`src/rtl/vrf_addr_sequencer_if.sv`:
```
// Handshake and address bundle between the register-rename/issue side,
// the VRF address sequencer and the lane read/write ports.
// The master modport is the sequencer's view; slave is the environment's view.
interface vrf_addr_sequencer_if #(
    parameter int VLEN      = 4096,
    parameter int VLANE_NUM = 8
);
    localparam int AW = $clog2(VLEN / VLANE_NUM);

    // Instruction hand-off from the renaming stage
    logic              start_vld_i;
    logic              start_rdy_o;
    logic [8*AW-1:0]   base_waddr_i;
    logic [8*AW-1:0]   base_raddr0_i;
    logic [8*AW-1:0]   base_raddr1_i;
    logic [12:0]       vl_i;
    logic [1:0]        sew_i;
    logic [2:0]        lmul_i;
    logic              flush_i;

    // Per-beat address stream toward the lanes
    logic              addr_vld_o;
    logic              addr_rdy_i;
    logic [AW-1:0]     waddr_o;
    logic [AW-1:0]     raddr0_o;
    logic [AW-1:0]     raddr1_o;
    logic              last_o;
    logic              done_o;

    modport master (
        input  start_vld_i, base_waddr_i, base_raddr0_i, base_raddr1_i,
               vl_i, sew_i, lmul_i, flush_i, addr_rdy_i,
        output start_rdy_o, addr_vld_o, waddr_o, raddr0_o, raddr1_o,
               last_o, done_o
    );

    modport slave (
        output start_vld_i, base_waddr_i, base_raddr0_i, base_raddr1_i,
               vl_i, sew_i, lmul_i, flush_i, addr_rdy_i,
        input  start_rdy_o, addr_vld_o, waddr_o, raddr0_o, raddr1_o,
               last_o, done_o
    );
endinterface

```
`src/rtl/vrf_addr_sequencer.sv`:
```
// Per-instruction VRF address stepper. Latches the eight per-register base
// addresses for vd/vs1/vs2 plus vl/SEW/LMUL, then walks the register group
// one word per beat with valid/ready back-pressure, flagging the final beat
// and pulsing done once the instruction has been fully issued.
module vrf_addr_sequencer #(
    parameter int VLEN      = 4096,
    parameter int VLANE_NUM = 8
) (
    input  logic                 clk,
    input  logic                 rstn,
    vrf_addr_sequencer_if.master bus
);
    localparam int MEM_DEPTH = VLEN / VLANE_NUM;
    localparam int AW        = $clog2(MEM_DEPTH);
    localparam int REG_SIZE  = VLEN / 32 / VLANE_NUM;
    localparam int MAXW      = 8 * REG_SIZE;
    localparam int CW        = $clog2(MAXW + 1);
    localparam int REG_SH    = $clog2(REG_SIZE);
    localparam int WORD_SH   = $clog2(4 * VLANE_NUM);

    localparam logic [0:0] S_IDLE = 1'b0;
    localparam logic [0:0] S_RUN  = 1'b1;

    logic [0:0]      state;
    logic [CW-1:0]   cnt;
    logic [CW-1:0]   total;
    logic [8*AW-1:0] base_w;
    logic [8*AW-1:0] base_r0;
    logic [8*AW-1:0] base_r1;

    logic            addr_vld_q;
    logic            last_q;
    logic            done_q;
    logic [AW-1:0]   waddr_q;
    logic [AW-1:0]   raddr0_q;
    logic [AW-1:0]   raddr1_q;

    logic [1:0]      sew_sh;
    logic [3:0]      lmul_regs;
    logic [15:0]     bytes;
    logic [16:0]     words;
    logic [16:0]     limit;
    logic [CW-1:0]   start_total;
    logic [CW-1:0]   cnt_inc;
    logic            accept;
    logic            beat_fire;

    // Word address of beat idx: register slot idx/REG_SIZE, offset idx%REG_SIZE,
    // wrapping modulo the lane memory depth.
    function automatic logic [AW-1:0] beat_addr(input logic [8*AW-1:0] bases,
                                                input logic [CW-1:0]   idx);
        logic [2:0]    slot;
        logic [AW-1:0] off;
        slot = 3'(idx >> REG_SH);
        off  = AW'(idx & CW'(REG_SIZE - 1));
        return bases[32'(slot)*AW +: AW] + off;
    endfunction

    assign bus.start_rdy_o = (state == S_IDLE);
    assign bus.addr_vld_o  = addr_vld_q;
    assign bus.last_o      = last_q;
    assign bus.done_o      = done_q;
    assign bus.waddr_o     = waddr_q;
    assign bus.raddr0_o    = raddr0_q;
    assign bus.raddr1_o    = raddr1_q;

    assign accept    = (state == S_IDLE) && bus.start_vld_i && !bus.flush_i;
    assign beat_fire = addr_vld_q && bus.addr_rdy_i;
    assign cnt_inc   = cnt + CW'(1);

    // Beat count of an incoming instruction: byte length rounded up to whole
    // lane-rows, clamped to the LMUL register group.
    always_comb begin
        // NOTE: every always_comb output gets a default first so no path can infer a latch.
        sew_sh    = 2'd2;
        lmul_regs = 4'd1;
        case (bus.sew_i)
            2'b00:   sew_sh = 2'd0;
            2'b01:   sew_sh = 2'd1;
            default: sew_sh = 2'd2;
        endcase
        if (!bus.lmul_i[2]) begin
            lmul_regs = 4'd1 << bus.lmul_i[1:0];
        end
        bytes       = 16'(bus.vl_i) << sew_sh;
        words       = ({1'b0, bytes} + 17'(4 * VLANE_NUM - 1)) >> WORD_SH;
        limit       = 17'(lmul_regs) << REG_SH;
        start_total = (words < limit) ? CW'(words) : CW'(limit);
    end

    // Instruction context captured on accept and held for the whole run.
    // NOTE: these registers carry no reset; they are written on every accept before any read.
    always_ff @(posedge clk) begin
        if (accept) begin
            base_w  <= bus.base_waddr_i;
            base_r0 <= bus.base_raddr0_i;
            base_r1 <= bus.base_raddr1_i;
            total   <= start_total;
        end
    end

    // Sequencing state and the registered beat outputs.
    // NOTE: non-blocking assignments so every register here samples pre-edge values.
    always_ff @(posedge clk or negedge rstn) begin
        if (!rstn) begin
            state      <= S_IDLE;
            cnt        <= '0;
            addr_vld_q <= 1'b0;
            last_q     <= 1'b0;
            done_q     <= 1'b0;
            waddr_q    <= '0;
            raddr0_q   <= '0;
            raddr1_q   <= '0;
        end else if (bus.flush_i) begin
            state      <= S_IDLE;
            addr_vld_q <= 1'b0;
            last_q     <= 1'b0;
            done_q     <= 1'b0;
        end else begin
            done_q <= 1'b0;
            case (state)
                S_IDLE: begin
                    if (bus.start_vld_i) begin
                        cnt <= '0;
                        if (start_total == '0) begin
                            done_q <= 1'b1;
                        end else begin
                            state      <= S_RUN;
                            addr_vld_q <= 1'b1;
                            last_q     <= (start_total == CW'(1));
                            waddr_q    <= bus.base_waddr_i[AW-1:0];
                            raddr0_q   <= bus.base_raddr0_i[AW-1:0];
                            raddr1_q   <= bus.base_raddr1_i[AW-1:0];
                        end
                    end
                end
                default: begin
                    if (beat_fire) begin
                        if (last_q) begin
                            state      <= S_IDLE;
                            addr_vld_q <= 1'b0;
                            last_q     <= 1'b0;
                            done_q     <= 1'b1;
                        end else begin
                            cnt      <= cnt_inc;
                            last_q   <= (cnt_inc == total - CW'(1));
                            waddr_q  <= beat_addr(base_w, cnt_inc);
                            raddr0_q <= beat_addr(base_r0, cnt_inc);
                            raddr1_q <= beat_addr(base_r1, cnt_inc);
                        end
                    end
                end
            endcase
        end
    end
endmodule
```
`src/flat_wrapper.sv`:
```
// flat-port wrapper written by rule: the top's interface ports become plain ports
module vrf_addr_sequencer_flat 
#(
    parameter int VLEN      = 4096,
    parameter int VLANE_NUM = 8
)
  (clk, rstn, bus_start_vld_i, bus_base_waddr_i, bus_base_raddr0_i, bus_base_raddr1_i, bus_vl_i, bus_sew_i, bus_lmul_i, bus_flush_i, bus_addr_rdy_i, bus_start_rdy_o, bus_addr_vld_o, bus_waddr_o, bus_raddr0_o, bus_raddr1_o, bus_last_o, bus_done_o);
  vrf_addr_sequencer_if #(.VLEN(VLEN), .VLANE_NUM(VLANE_NUM)) bus_i ();
  input  logic clk;
  input  logic rstn;
  input wire logic [$bits(bus_i.start_vld_i)-1:0] bus_start_vld_i;
  input wire logic [$bits(bus_i.base_waddr_i)-1:0] bus_base_waddr_i;
  input wire logic [$bits(bus_i.base_raddr0_i)-1:0] bus_base_raddr0_i;
  input wire logic [$bits(bus_i.base_raddr1_i)-1:0] bus_base_raddr1_i;
  input wire logic [$bits(bus_i.vl_i)-1:0] bus_vl_i;
  input wire logic [$bits(bus_i.sew_i)-1:0] bus_sew_i;
  input wire logic [$bits(bus_i.lmul_i)-1:0] bus_lmul_i;
  input wire logic [$bits(bus_i.flush_i)-1:0] bus_flush_i;
  input wire logic [$bits(bus_i.addr_rdy_i)-1:0] bus_addr_rdy_i;
  output wire logic [$bits(bus_i.start_rdy_o)-1:0] bus_start_rdy_o;
  output wire logic [$bits(bus_i.addr_vld_o)-1:0] bus_addr_vld_o;
  output wire logic [$bits(bus_i.waddr_o)-1:0] bus_waddr_o;
  output wire logic [$bits(bus_i.raddr0_o)-1:0] bus_raddr0_o;
  output wire logic [$bits(bus_i.raddr1_o)-1:0] bus_raddr1_o;
  output wire logic [$bits(bus_i.last_o)-1:0] bus_last_o;
  output wire logic [$bits(bus_i.done_o)-1:0] bus_done_o;
  assign bus_i.start_vld_i = bus_start_vld_i;
  assign bus_i.base_waddr_i = bus_base_waddr_i;
  assign bus_i.base_raddr0_i = bus_base_raddr0_i;
  assign bus_i.base_raddr1_i = bus_base_raddr1_i;
  assign bus_i.vl_i = bus_vl_i;
  assign bus_i.sew_i = bus_sew_i;
  assign bus_i.lmul_i = bus_lmul_i;
  assign bus_i.flush_i = bus_flush_i;
  assign bus_i.addr_rdy_i = bus_addr_rdy_i;
  assign bus_start_rdy_o = bus_i.start_rdy_o;
  assign bus_addr_vld_o = bus_i.addr_vld_o;
  assign bus_waddr_o = bus_i.waddr_o;
  assign bus_raddr0_o = bus_i.raddr0_o;
  assign bus_raddr1_o = bus_i.raddr1_o;
  assign bus_last_o = bus_i.last_o;
  assign bus_done_o = bus_i.done_o;
  vrf_addr_sequencer #(.VLEN(VLEN), .VLANE_NUM(VLANE_NUM)) u_core (.clk(clk), .rstn(rstn), .bus(bus_i));
endmodule
```
`config.mk`:
```
export PLATFORM = sky130hd
export DESIGN_NAME = vrf_addr_sequencer_flat
export DESIGN_NICKNAME = d
export VERILOG_FILES = /design/src/rtl/vrf_addr_sequencer_if.sv /design/src/rtl/vrf_addr_sequencer.sv /design/src/flat_wrapper.sv
export SDC_FILE = /design/constraint.sdc
export NUM_CORES = 1
export LEC_CHECK = 0
export BUFFER_PORTS_ARGS = -buffer_cell sky130_fd_sc_hd__buf_4
export CAP_MARGIN = 5
export CELL_PAD_IN_SITES_DETAIL_PLACEMENT = 0
export CELL_PAD_IN_SITES_GLOBAL_PLACEMENT = 1
export CORE_MARGIN = 4
export CORE_UTILIZATION = 30
export DETAILED_ROUTE_END_ITERATION = 10
export PLACE_DENSITY_LB_ADDON = 0.25
export SYNTH_ARGS = -nofsm -noshare
export SYNTH_HDL_FRONTEND = slang
export SYNTH_SLANG_ARGS = --single-unit
```
`constraint.sdc`:
```
create_clock -name clk -period 12.8 [get_ports clk]
set_clock_uncertainty 0.1 [all_clocks]
set_input_delay 2.56 -clock clk [delete_from_list [all_inputs] [get_ports clk]]
set_output_delay 2.56 -clock clk [all_outputs]
set_load 0.05 [all_outputs]
```
==> results of run 1 <==
-- sequential cells by signal, indices dropped and copies added (netlist names) --
name,flops
u_core.bus.raddr1_o,9
u_core.bus.raddr0_o,9
u_core.bus.addr_vld_o,1
u_core.base_r1,72
u_core.bus.done_o,1
u_core.cnt,8
u_core.bus.waddr_o,9
u_core.bus.last_o,1
u_core.state,1
u_core.base_r0,72
u_core.total,8
u_core.base_w,72
-- routing by layer --
metal	global-route usage, %	vias to the layer above	part of all wire, %
met2	27.0	245	49
li1	-	4402	-
met3	3.97	51	6.4
met5	0	-	0.033
met1	20.9	4507	42
met4	4.30	2	1.9
-- critical path, stage by stage --
cell and delay, ns:
buf_4 0.22, mux2i_1 0.11, o31ai_1 0.31, o2111ai_1 0.26, nor2_1 0.17, xnor2_1 0.17, ha_1 0.28, a21oi_1 0.18
o21ai_0 0.23, nor2_1 0.19, o211ai_1 0.10, buf_4 0.22, nand2_2 0.39, mux2_2 0.40
-- cell type report --
class	count	area [um2]	area share, %
Sequential cell	263	7710	45.4
Clock buffer	36	858	5.05
Clock inverter	24	342	2.01
Multi-Input combinational cell	643	5110	30.1
Inverter	37	149	0.876
Antenna cell	1	2.50	0.0147
Tap cell	585	732	4.31
Timing Repair Buffer	278	2090	12.3
-- power by group through the flow --
stage	Sequential [mW]	Clock (mW)	Combinational, mW
finish	1.02	1.02	0.341
global route	1.03	1.09	0.371
CTS	1.02	1.05	0.348
detailed placement	1.04	0	0.347
global placement	1.04	0	0.344
floorplan	1.11	0	0.118
-- cell usage after synthesis (6+ instances only) --
cell type and instances:
edfxtp_1 224, nand2_1 85, nand2b_1 50, o21ai_0 42, dfrtp_1 39, mux2i_1 36, mux4_2 36, inv_1 35
a21oi_1 31, nor2_1 31, a22oi_1 27, buf_2 26, nand4_1 26, clkbuf_1 23, xnor2_1 20, ha_1 17
mux2_2 17, nor2b_1 16, a211oi_1 15, nor4_1 15, xor2_1 14, a311oi_1 13, a31oi_1 13, a22o_1 12
nand3_1 12, nand4b_1 12, buf_6 11, nor3_1 11, or3_1 11, buf_4 6, nor4_2 6, o221ai_1 6
o31ai_1 6
-- layout by cell type (no fill, tap or decap), types with 17 or more instances in the layout --
cell         n
dfrtp_1     38
ha_1        17
a22oi_1     27
mux2_2      17
nand2_1     85
mux4_2      36
inv_1       34
buf_4      278
nand4_1     26
o21ai_0     42
xnor2_1     19
nor2_1      31
mux2i_1     36
clkbuf_16   34
edfxtp_1   224
nand2b_1    50
a21oi_1     31
-- worst paths after layout --
check	start	endpoint	depth (start not counted)
setup / recovery	bus_sew_i[0]	u_core.bus.raddr1_o[1]	14
setup reg to reg	u_core.cnt[0]	u_core.bus.waddr_o[6]	17
min in group asynchronous	rstn	u_core.bus.raddr1_o[2]	1
hold / removal	u_core.bus.raddr0_o[1]	u_core.bus.raddr0_o[1]	1
hold reg to reg	u_core.bus.raddr0_o[1]	u_core.bus.raddr0_o[1]	1
max in group asynchronous	rstn	u_core.cnt[6]	1
-- cell families after synthesis --
logic type	after synthesis	synth area share [%]
fa+ha+maj	20	2.05
compound gates	202	10.7
flops	263	57.8
simple gates	294	12.3
xor+xnor	37	2.82
buf+inv	104	3.98
mux	90	10.4
-- metrics by stage --
stage	util, %	setup slack (ns)	hold slack (ns)
3_3_place_gp	36.2	6.78	0.395
3_5_place_dp	36.2	6.71	0.399
2_1_floorplan	-	4.75	0.391
5_1_grt	39.0	6.93	0.432
6_report	39.0	7.30	0.415
4_1_cts	39.0	7.27	0.412
==> impl_metrics.yaml, run 1 <==
floorplan:
  die_x_um: 219
  start_util_pct: 30.6
  pin_count: 270
  dieArea_um2: 47900
  row_count: 76
  core-area_um2: 43600
  die_height_um: 219
pwr:
  internal_power_mw: 1.76
  p_comb_share_pct: 14.3
  peakVddDrop_mv: 0.0875
  power.total_mw: 2.38
  swShare_pct: 26.1
  leakagePower_nw: 6.30
  power.switching_uw: 623
  pwr_density_cell_nw_per_um2: 140
  pwr-share-clk_pct: 42.8
  seqPwrFrac_pct: 42.9
placement:
  dp_cells: 1806
  post-dp-hpwl_um: 27800
  port_buffers: 269
  dpl_cell_area_um2: 15800
  gp_congestion: 0.734
cells_and_area:
  nFillCells: 4203
  drive_gt1_share_pct: 32.2
  area_growth_pct: 27.4
  fin_area_um2: 17000
  stdcell_count: 1867
  fin_nets: 1516
setup_path:
  cp_max_fo: 20
  reg2reg_slack_ns: 7.34
  cp-end-kind: "flop"
  worstPathRequired_ns: 13.13
  arrival_ns: 5.82
  critPathKind: "input port to flop"
  start_kind: "input port"
sta:
  setup_violations: 0
  tns_ns: 0
  maxSlewViolCount: 0
  min_period_ns: 5.50
  slew_headroom_pct: 24.0
  finalHoldViolCount: 0
  max_freq_mhz: 182
  rsz0062_at_grt: "no"
  worstMarginPinSlew_ns: 1.14
  period_share_pct: 42.9
clock_network:
  root_buffer: "clkbuf_16"
  cts_buffers: 34
  cts_tree: "done"
  cts_hold_buf: 0
  htree_num_levels: 2
  cts_buffer_depth: 3
  clkSinkCount: 263
  clk_pin_slew_worst_paths_ns: 0.06
  cts_setup_buffers: 0
  clk_latency_ns: 0.55
  cts_resized: 0
synth:
  yosys.area.top_type: "edfxtp_1"
  synth_cells: 1010
  avgSynthCellArea_um2: 13.2
  syn_area_um2: 13300
  synth_cell_types: 67
  yosysSeqAreaShare_pct: 57.8
  yosysTopAreaCellShare_pct: 50.4
  synth_edf_count: 224
  yosys_warnings: 0
  synth_seq_cells: 263
  synth.net_count: 1269
  netlist_top_cells_area: "edfxtp_1, dfrtp_1, mux4_2, mux2i_1, nand2_1"
  synthArstFlopShare_pct: 14.8
  synth-main-ff-cell: "edfxtp_1"
min_path:
  hold_path.class: "flop to flop"
route:
  wl_um: 39300
  avgViaCountPerCell: 4.93
  postRouteAntennaNets: 0
  vias: 9207
  drc: 0
  dr.pass1.iters: 5
  wl_per_cell_um: 21.1
  drtIter0Drc: 635
grt:
  antenna_found_initial: 2
  grt_overflow_total: 0
  grt_usage_pct: 16.1
  grt_max_degree: 154
  grt_pass1_wl_um: 57700
  first_global_vias: 9257
run:
  max-cap-violations: 0
outcome:
  outcome: "finished clean"
Power figures use the tool's default switching activity.
==> run 2, diff against run 1 <==
--- a/config.mk
+++ b/config.mk
@@ -5,6 +5,7 @@
 export SDC_FILE = /design/constraint.sdc
 export NUM_CORES = 1
 export LEC_CHECK = 0
+export ABC_AREA = 1
 export BUFFER_PORTS_ARGS = -buffer_cell sky130_fd_sc_hd__buf_4
 export CAP_MARGIN = 5
 export CELL_PAD_IN_SITES_DETAIL_PLACEMENT = 0
==> constraint.sdc (replaced) <==
create_clock -name clk -period 5.61 [get_ports clk]
set_clock_uncertainty 0.1 [all_clocks]
set_input_delay 1.122 -clock clk [delete_from_list [all_inputs] [get_ports clk]]
set_output_delay 1.122 -clock clk [all_outputs]
set_load 0.05 [all_outputs]
==> run 2 against run 1 <==
Against the previous run: core utilization rose by 0.42 points; hold slack worse by 0.044 ns; count of clock-buffer cells in the layout decreased by 3; synthesized cell count increased by 22%; design area decreased by 4.8%; area after synthesis shrank 6.1%; non-clock buffer count is 8 higher; critical path depth up 8; final cell count grew 9.4%; die area fell by 5.9%; sequential share of layout area rose by 2.3 points; routed wire length shrank 1.5%; critical endpoint is now u_core.bus.raddr1_o[7]; largest power group unchanged.
==> impl_metrics.yaml, run 2 <==
outcome:
  outcome: "finished clean"
synth:
  synth_top_family_by_area: "simple AND/OR/NAND/NOR gates"
  synth-main-ff-cell: "edfxtp_1"
  syn_area_um2: 12500
  synth-xor-area-share_pct: 0.980
  avgSynthCellArea_um2: 10.2
  yosys.area.top_type: "edfxtp_1"
  muxShareOfSynthArea_pct: 0
  synth.net_count: 1489
  synth_cells: 1230
  synth_compound_area_share_pct: 9.44
  netlist_top_cells_count: "nand2_1, edfxtp_1, inv_1"
  synthArstFlopShare_pct: 14.8
  yosysTopAreaCellShare_pct: 53.7
  yosys_warnings: 0
  synth_seq_cells: 263
  synth_cell_types: 44
  yosys.area_share.simple_pct: 20.0
  synth_edf_count: 224
  synth_most_common_cell: "nand2_1"
  yosysSeqAreaShare_pct: 61.5
  synthAdderAreaFrac_pct: 2.18
  netlist_top_cells_area: "edfxtp_1, nand2_1, dfrtp_1, inv_1, nand3_1"
setup_path:
  cp-end-kind: "flop"
  critPathKind: "flop to flop"
  critPathTopFamily: "simple AND/OR/NAND/NOR gates"
  cp_max_fo: 49
  crit_buf_inv: 3
  slowest_delay_ns: 0.79
  cpMostUsedCell: "nand2_1"
  start_kind: "flop"
  slowest_stage: "o311ai_0"
  path_cells: "inv_1, nor3_1, nand2_1, o21ai_4, buf_4, a21oi_1, o311ai_0, nand2_1, inv_1, ha_1, nand2_1, nor2_1, a211oi_1, or2_2, nand2_1, nand3_1, nor2_1, nand2_1, nand2_1, o21ai_1, nand3_2, nand2_1"
  arrival_ns: 5.13
  worstPathRequired_ns: 6.02
pwr:
  leakagePower_nw: 6.85
  peakVddDrop_mv: 0.197
  pwr_density_cell_nw_per_um2: 343
floorplan:
  row_count: 74
  dieArea_um2: 45100
  pin_count: 270
  core-area_um2: 41000
  start_util_pct: 30.5
  die_x_um: 212
  die_height_um: 212
placement:
  port_buffers: 269
  post-dp-hpwl_um: 27600
  post-place-ws_ns: 0.803
  gp_congestion: 0.827
clock_network:
  htree_num_levels: 1
  cts_tree: "done"
  clkSinkCount: 263
  cts_hold_buf: 0
  clk_pin_slew_worst_paths_ns: 0.06
  cts_setup_buffers: 0
  cts_buffer_depth: 3
  cts_buffers: 31
  clk_latency_ns: 0.57
  cts_resized: 0
  root_buffer: "clkbuf_16"
min_path:
  hold_path.class: "flop to flop"
sta:
  setup_violations: 0
  min_period_ns: 4.72
  period_share_pct: 84.2
  worstMarginPinSlew_ns: 0.976
  fin_ws_ns: 0.887
  rsz0062_at_grt: "no"
  maxSlewViolCount: 0
  slew_headroom_pct: 34.8
  tns_ns: 0
  finalHoldViolCount: 0
  max_freq_mhz: 212
route:
  drtIter0Drc: 687
  postRouteAntennaNets: 0
  drc: 0
  dr.pass1.iters: 4
  wl_um: 38700
  vias: 9656
  avgViaCountPerCell: 4.73
  wl_per_cell_um: 19.0
grt:
  grt_usage_pct: 16.6
  grt_overflow_total: 0
  grt_max_degree: 81
  antenna_found_initial: 0
  first_global_vias: 9603
  grt_pass1_wl_um: 57800
cells_and_area:
  drive_gt1_share_pct: 26.0
  final_common_cell: "nand2_1"
  final_cell_mix: "nand2_1, buf_4, edfxtp_1, inv_1, nor2_1"
  reg_top3: "u_core.base_r0: 72 flops, u_core.base_r1: 72 flops, u_core.base_w: 72 flops"
  area_growth_pct: 29.2
  fin_nets: 1744
  nFillCells: 4061
run:
  max-cap-violations: 0
-- run 2: worst paths after layout --
path | from | to | slack (ns) | depth (start not counted)
worst max-delay path | u_core.cnt[0] | u_core.bus.raddr1_o[7] | 0.89 | 22
min in group asynchronous | rstn | u_core.bus.waddr_o[5] | 0.42 | 1
max in group asynchronous | rstn | u_core.cnt[1] | 4.60 | 1
worst min register to register | u_core.bus.raddr1_o[8] | u_core.bus.raddr1_o[8] | 0.37 | 2
worst max register to register | u_core.cnt[0] | u_core.bus.raddr1_o[7] | 0.89 | 22
worst min-delay path | u_core.bus.raddr1_o[8] | u_core.bus.raddr1_o[8] | 0.37 | 2
-- run 2: worst register-to-register path, delay by kind of cell (launching register included) --
family,cells,cell delay (ns)
compound gates,5,1.54
fa+ha+maj,1,0.23
buf+inv,3,0.83
flops,1,0.41
simple gates,13,1.56
-- run 2: logic make-up (layout without fill, tap and decap cells) --
family / count (synthesis) / count (layout)
and+or+nand+nor: 563 / 563
adders and majority gates: 20 / 20
AOI/OAI and AO/OA: 195 / 195
buffers and inverters: 175 / 454
xor gates and xnor gates: 14 / 14
DFF: 263 / 263
other: 0 / 1
-- run 2: layer usage --
layer  wire (um)  vias to the layer above  track usage (%)
met3        1910                       55             2.54
li1            -                     4779                -
met2       18800                      230             27.8
met4        1000                        0             4.86
met1       17100                     4592             22.6
met5           0                        -                0
-- run 2: cell type report --
cell class	count	area, um2	area share [%]
well taps	532	666	4.12
inverters	111	418	2.58
multi-input cells	792	4140	25.6
clock inverters	24	283	1.75
repair buffers	286	2170	13.4
clock buffers	33	783	4.84
flip-flops and latches	263	7700	47.6
diodes	1	2.50	0.0155
-- run 2: stage by stage --
stage	cell area [um2]	power, mW	hold slack [ns]	cells	util [%]
global placement	15100	3.49	0.358	1984	36.8
global route	16200	5.81	0.393	2041	39.4
detailed placement	15100	3.50	0.361	1984	36.8
CTS	16200	5.64	0.375	2041	39.4
floorplan	12500	3.06	0.420	1230	-
finish	16200	5.55	0.371	2042	39.4
-- run 2: report_power, final --
group | total, mW | switching (mW) | internal, mW | leakage [nW]
Clock | 2.11 | 0.824 | 1.28 | 0.512
Sequential | 2.38 | 0.0772 | 2.31 | 2.58
Combinational | 1.06 | 0.709 | 0.351 | 3.76
